===== src/rtl/control_unit.sv =====
// Registered RV32I(M) instruction decoder producing datapath control fields.
// Define RV32M_EN to also decode the M extension (MUL..REMU); without it those encodings are NOPs.
module control_unit (
  input  logic        CLK,
  input  logic        RESET,
  input  logic [31:0] INSTRUCTION,
  output logic [4:0]  alu_signal,
  output logic        reg_file_write,
  output logic [2:0]  main_mem_write,
  output logic [3:0]  main_mem_read,
  output logic [3:0]  branch_control,
  output logic [3:0]  immediate_select,
  output logic        oparand_1_select,
  output logic        oparand_2_select,
  output logic [1:0]  reg_write_select
);

  localparam logic [6:0] OPC_OP     = 7'b0110011;
  localparam logic [6:0] OPC_OP_IMM = 7'b0010011;
  localparam logic [6:0] OPC_LOAD   = 7'b0000011;
  localparam logic [6:0] OPC_STORE  = 7'b0100011;
  localparam logic [6:0] OPC_BRANCH = 7'b1100011;
  localparam logic [6:0] OPC_JAL    = 7'b1101111;
  localparam logic [6:0] OPC_JALR   = 7'b1100111;
  localparam logic [6:0] OPC_LUI    = 7'b0110111;
  localparam logic [6:0] OPC_AUIPC  = 7'b0010111;

  localparam logic [6:0] F7_BASE = 7'b0000000;
  localparam logic [6:0] F7_ALT  = 7'b0100000;
  localparam logic [6:0] F7_MEXT = 7'b0000001;

  typedef struct packed {
    logic [4:0] alu;
    logic       rfw;
    logic [2:0] mw;
    logic [3:0] mr;
    logic [3:0] br;
    logic [3:0] imm;
    logic       op1;
    logic       op2;
    logic [1:0] rws;
  } ctrl_t;

  logic [6:0] opcode;
  logic [2:0] funct3;
  logic [6:0] funct7;
  logic       unused_fields;
  ctrl_t      ctrl_d;
  ctrl_t      ctrl_q;

  assign opcode = INSTRUCTION[6:0];
  assign funct3 = INSTRUCTION[14:12];
  assign funct7 = INSTRUCTION[31:25];
  // Register indices are not needed for control decode.
  assign unused_fields = ^{INSTRUCTION[24:15], INSTRUCTION[11:7]};

  always_comb begin
    ctrl_d = '0;
    unique case (opcode)
      OPC_OP: begin
        if (funct7 == F7_BASE) begin
          ctrl_d.alu = {2'b00, funct3};
          ctrl_d.rfw = 1'b1;
        end else if (funct7 == F7_ALT && (funct3 == 3'b000 || funct3 == 3'b101)) begin
          ctrl_d.alu = {2'b01, funct3};
          ctrl_d.rfw = 1'b1;
`ifdef RV32M_EN
        end else if (funct7 == F7_MEXT) begin
          ctrl_d.alu = {2'b10, funct3};
          ctrl_d.rfw = 1'b1;
`endif
        end
      end
      OPC_OP_IMM: begin
        // Shift-immediates carry shamt in the immediate and constrain funct7.
        if (funct3 == 3'b001 || funct3 == 3'b101) begin
          if (funct7 == F7_BASE || (funct3 == 3'b101 && funct7 == F7_ALT)) begin
            ctrl_d.alu = {1'b0, funct7 == F7_ALT, funct3};
            ctrl_d.rfw = 1'b1;
            ctrl_d.op2 = 1'b1;
            ctrl_d.imm = 4'b0110;
          end
        end else begin
          ctrl_d.alu = {2'b00, funct3};
          ctrl_d.rfw = 1'b1;
          ctrl_d.op2 = 1'b1;
          ctrl_d.imm = 4'b0001;
        end
      end
      OPC_LOAD: begin
        if (funct3 != 3'b011 && funct3 != 3'b110 && funct3 != 3'b111) begin
          ctrl_d.mr  = {1'b1, funct3};
          ctrl_d.rfw = 1'b1;
          ctrl_d.op2 = 1'b1;
          ctrl_d.imm = 4'b0001;
          ctrl_d.rws = 2'b01;
        end
      end
      OPC_STORE: begin
        if (funct3[2] == 1'b0 && funct3[1:0] != 2'b11) begin
          ctrl_d.mw  = {1'b1, funct3[1:0]};
          ctrl_d.op2 = 1'b1;
          ctrl_d.imm = 4'b0010;
        end
      end
      OPC_BRANCH: begin
        if (funct3 != 3'b010 && funct3 != 3'b011) begin
          ctrl_d.br  = {1'b1, funct3};
          ctrl_d.op1 = 1'b1;
          ctrl_d.op2 = 1'b1;
          ctrl_d.imm = 4'b0011;
        end
      end
      OPC_JAL: begin
        ctrl_d.br  = 4'b1010;
        ctrl_d.op1 = 1'b1;
        ctrl_d.op2 = 1'b1;
        ctrl_d.imm = 4'b0101;
        ctrl_d.rfw = 1'b1;
        ctrl_d.rws = 2'b10;
      end
      OPC_JALR: begin
        if (funct3 == 3'b000) begin
          ctrl_d.br  = 4'b1010;
          ctrl_d.op2 = 1'b1;
          ctrl_d.imm = 4'b0001;
          ctrl_d.rfw = 1'b1;
          ctrl_d.rws = 2'b10;
        end
      end
      OPC_LUI: begin
        ctrl_d.imm = 4'b0100;
        ctrl_d.rfw = 1'b1;
        ctrl_d.rws = 2'b11;
      end
      OPC_AUIPC: begin
        ctrl_d.imm = 4'b0100;
        ctrl_d.op1 = 1'b1;
        ctrl_d.op2 = 1'b1;
        ctrl_d.rfw = 1'b1;
      end
      default: ctrl_d = '0;
    endcase
  end

  always_ff @(posedge CLK or negedge RESET) begin
    if (!RESET) ctrl_q <= '0;
    else        ctrl_q <= ctrl_d;
  end

  assign alu_signal       = ctrl_q.alu;
  assign reg_file_write   = ctrl_q.rfw;
  assign main_mem_write   = ctrl_q.mw;
  assign main_mem_read    = ctrl_q.mr;
  assign branch_control   = ctrl_q.br;
  assign immediate_select = ctrl_q.imm;
  assign oparand_1_select = ctrl_q.op1;
  assign oparand_2_select = ctrl_q.op2;
  assign reg_write_select = ctrl_q.rws;

endmodule


===== config.mk =====
export PLATFORM = sky130hd
export DESIGN_NAME = control_unit
export DESIGN_NICKNAME = d
export VERILOG_FILES = /design/src/rtl/control_unit.sv
export SDC_FILE = /design/constraint.sdc
export NUM_CORES = 1
export LEC_CHECK = 0
export ABC_AREA = 1
export BUFFER_PORTS_ARGS = -buffer_cell sky130_fd_sc_hd__buf_2
export CAP_MARGIN = 25
export CORE_MARGIN = 1
export CORE_UTILIZATION = 35
export CTS_CLUSTER_SIZE = 40
export DETAILED_ROUTE_END_ITERATION = 6
export GPL_TIMING_DRIVEN = 1
export PLACE_DENSITY_LB_ADDON = 0.3
export SLEW_MARGIN = 20
export SYNTH_ARGS = -nofsm -noshare
export SYNTH_HDL_FRONTEND = slang
export SYNTH_SLANG_ARGS = --single-unit

===== constraint.sdc =====
create_clock -name CLK -period 0.8 [get_ports CLK]
set_input_delay 0.12 -clock CLK [delete_from_list [all_inputs] [get_ports CLK]]
set_output_delay 0.12 -clock CLK [all_outputs]
set_load 0.05 [all_outputs]

==> impl_results.md <==
- Total wire length: 2590 µm
- Area share of and/or/nand/nor cells after synthesis: 0.340
- Final nets: 234
- Critical path class: reg2out
- Count of warnings emitted by yosys: 0
- Synth cell count leaders: nand2_1 (26), dfrtp_1 (23), nor2_1 (20)
- Fmax achieved: 1010 MHz
- Placed inst area: 0.00157 mm²
- Final instance area: 0.00177 mm²
- Critical Path AT: 0.87 ns
- Antenna violations before repair: 0
- Max cap viols: 0
- Setup ws final: -0.186 ns
- Seq/Total Area, Yosys: 0.516
- Grt ovf: 0
- Synth area leaders: dfrtp_1 (52%), nand2_1 (8.7%), nor2_1 (6.7%), inv_1 (6.4%), nand3_1 (4.5%)
- TritonCTS clock tree: done
- RSZ-0062 raised after global routing: true
- Critical Path Start: branch_control[1]
- Crit path max fanout: 1
- Largest net degree at the start of global routing: 24
- Peak supply drop: 0.000500 V
- Final slew viol count: 0
- Most common cell in the netlist: nand2_1
- Post-Synth Adder-Cell Area: 0
- CTS max path bufs: 2
- Setup Fix Bufs, Post-CTS: 0
- Status: finished, violations left
- # rows: 20
- GR Util met2: 0.309
- Cells along the critical path: buf_6
- Vias per cell: 4.52
- Min-Delay Path Class: in2reg
- Wire per inst: 10.7 µm
- Fin crit share: 1.23
- Hold_sp: INSTRUCTION[6]
- Synth Cell Area: 0.00112 mm²
- Power Total: 2.02 mW
- Core area: 0.00303 mm²
- Synth area leader: dfrtp_1
- Iteration-0 DRC count of the detailed router: 15
- Compound-Gate Fraction of Synth Area: 0.0538
- DR vias: 1098
- Asr flop ratio synth: 1.00
- Number of synthesized flops with an enable pin: 0
- DRC viols: 0
- Io pins: 59
- Crit path capture type: output port
- Met3 Use GR: 0.0242
- TNS Setup: -3.73 ns
- Syn_area_per_cell: 8.33 µm²
- IO buf count: 41
- ANT cells: 0
- GRT met1 Usage: 0.199
- Largest family of logic cells by synthesized area: simple AND/OR/NAND/NOR gates
- CTS sink cnt: 23
- Post-synthesis mux area share: 0
- Largest stage delay, worst path: 0.41 ns
- Post-synthesis xor/xnor area fraction: 0
- Pre-CTS setup slack: -0.284 ns
- Yosys top cell area share: 0.516
- Die Ht: 58.5 µm
- Hold Violations, Final: 0
- Number of global-route vias before repair: 1048
- All-Layer GR Usage: 0.173
- Drt pass-1 iters: 4
- Critical path buffers and inverters: 1
- Crit start category: flip-flop
- Distinct cell type count after synthesis: 22
- Leak: 1.02 nW
- Share of layout cells above drive strength 1: 0.467
- Worst-path clk slew: 0.12 ns
- Routability cong.: 0.860
- Failing checks: setup timing
- Critical path's top delay family: flip-flops
- Starting Density: 0.369
- Yosys reg bits: 23
- Syn Inst Count: 134
- DP HPWL: 2150 µm
- Fillers: 251
- DRT antenna net count: 0
- Die Area: 0.00342 mm²
- Depth of the CTS H-tree: 1
- Width of the chip: 58.5 µm
- CTS root buffer: clkbuf_4
- Area growth syn-to-layout: 58.2%
- Clock buffer count from CTS: 3
- Slowest CP cell: dfrtp_1
- Finish-stage setup viols: 23
- Global route hottest layer: met2
- Dominant synthesized flop cell: dfrtp_1
- Power per Cell Area: 1150 mW/mm²
- First-pass GRT wire length: 4460 µm
- Tmin final: 0.986 ns
- CP Data Required Time: 0.68 ns
[metrics by stage]
| stage | hold WS (ns) | instances | utilization |
|---|---|---|---|
| floorplan | -0.176 | 135 | - |
| global placement | 0.0962 | 238 | 0.518 |
| detailed placement | 0.108 | 238 | 0.518 |
| CTS | 0.0192 | 243 | 0.578 |
| global route | 0.0233 | 243 | 0.583 |
| finish | 0.0290 | 243 | 0.583 |
[layout by cell type (no fill, tap or decap), drive strengths merged]
cell type / instances
nand2: 29
nor3: 4
inv: 22
dlygate4sd3: 1
nand3: 15
nand4: 3
nor4: 1
buf: 61
conb: 2
o21ai: 4
a21boi: 1
clkinv: 1
a21oi: 2
nand3b: 1
o31ai: 2
dfrtp: 23
nor2: 24
clkbuf: 3
[kinds of logic after synthesis]
group	Yosys count
AND/OR/NAND/NOR	77
buffers and inverters	24
flip-flops	23
AO/OA/AOI/OAI	9
other	1
[where the power goes]
group | leakage (nW) | internal [mW] | switching (mW) | total [mW]
logic | 0.677 | 0.130 | 0.222 | 0.352
registers | 0.321 | 1.17 | 0.00413 | 1.17
clock network | 0.0177 | 0.186 | 0.309 | 0.496
total | 1.02 | 1.49 | 0.535 | 2.02
[cell type report]
cell class,instances,area (µm²),area share
Timing Repair Buffer,62,509,0.288
Tap cell,44,55.1,0.0312
Clock buffer,3,22.5,0.0128
Multi-Input combinational cell,88,510,0.289
Inverter,22,87.6,0.0496
Sequential cell,23,576,0.326
Clock inverter,1,5.00,0.00283
[registers in the layout, summed over array words and instances (netlist names)]
name	cells
branch_control	4
reg_file_write	1
main_mem_write	3
oparand_2_select	1
reg_write_select	2
oparand_1_select	1
alu_signal	4
immediate_select	3
main_mem_read	4
[per-layer routing]
metal  wire [µm]  part of all wire  vias up
met3         110             0.042        6
met2        1350              0.52       41
met5           0                 0        -
met4          63             0.024        0
li1            -                 -      552
met1        1060              0.41      499
[path summary, 6_finish.rpt]
kind                       cells past startpoint                 to  slack, ns
max in group asynchronous                      2      alu_signal[1]       0.17
setup / recovery                               1  branch_control[1]      -0.19
hold / removal                                 2  main_mem_write[1]       0.03
min in group asynchronous                      2  branch_control[2]       0.29
[what timing repair did]
action	in CTS	in global routing
gates resized for setup	46	6
pin swaps	0	3
endpoints found under the hold margin	23	0
endpoints found under the setup margin	23	31
hold buffers	1	0
Note: power is estimated with default switching activity, not from simulation.
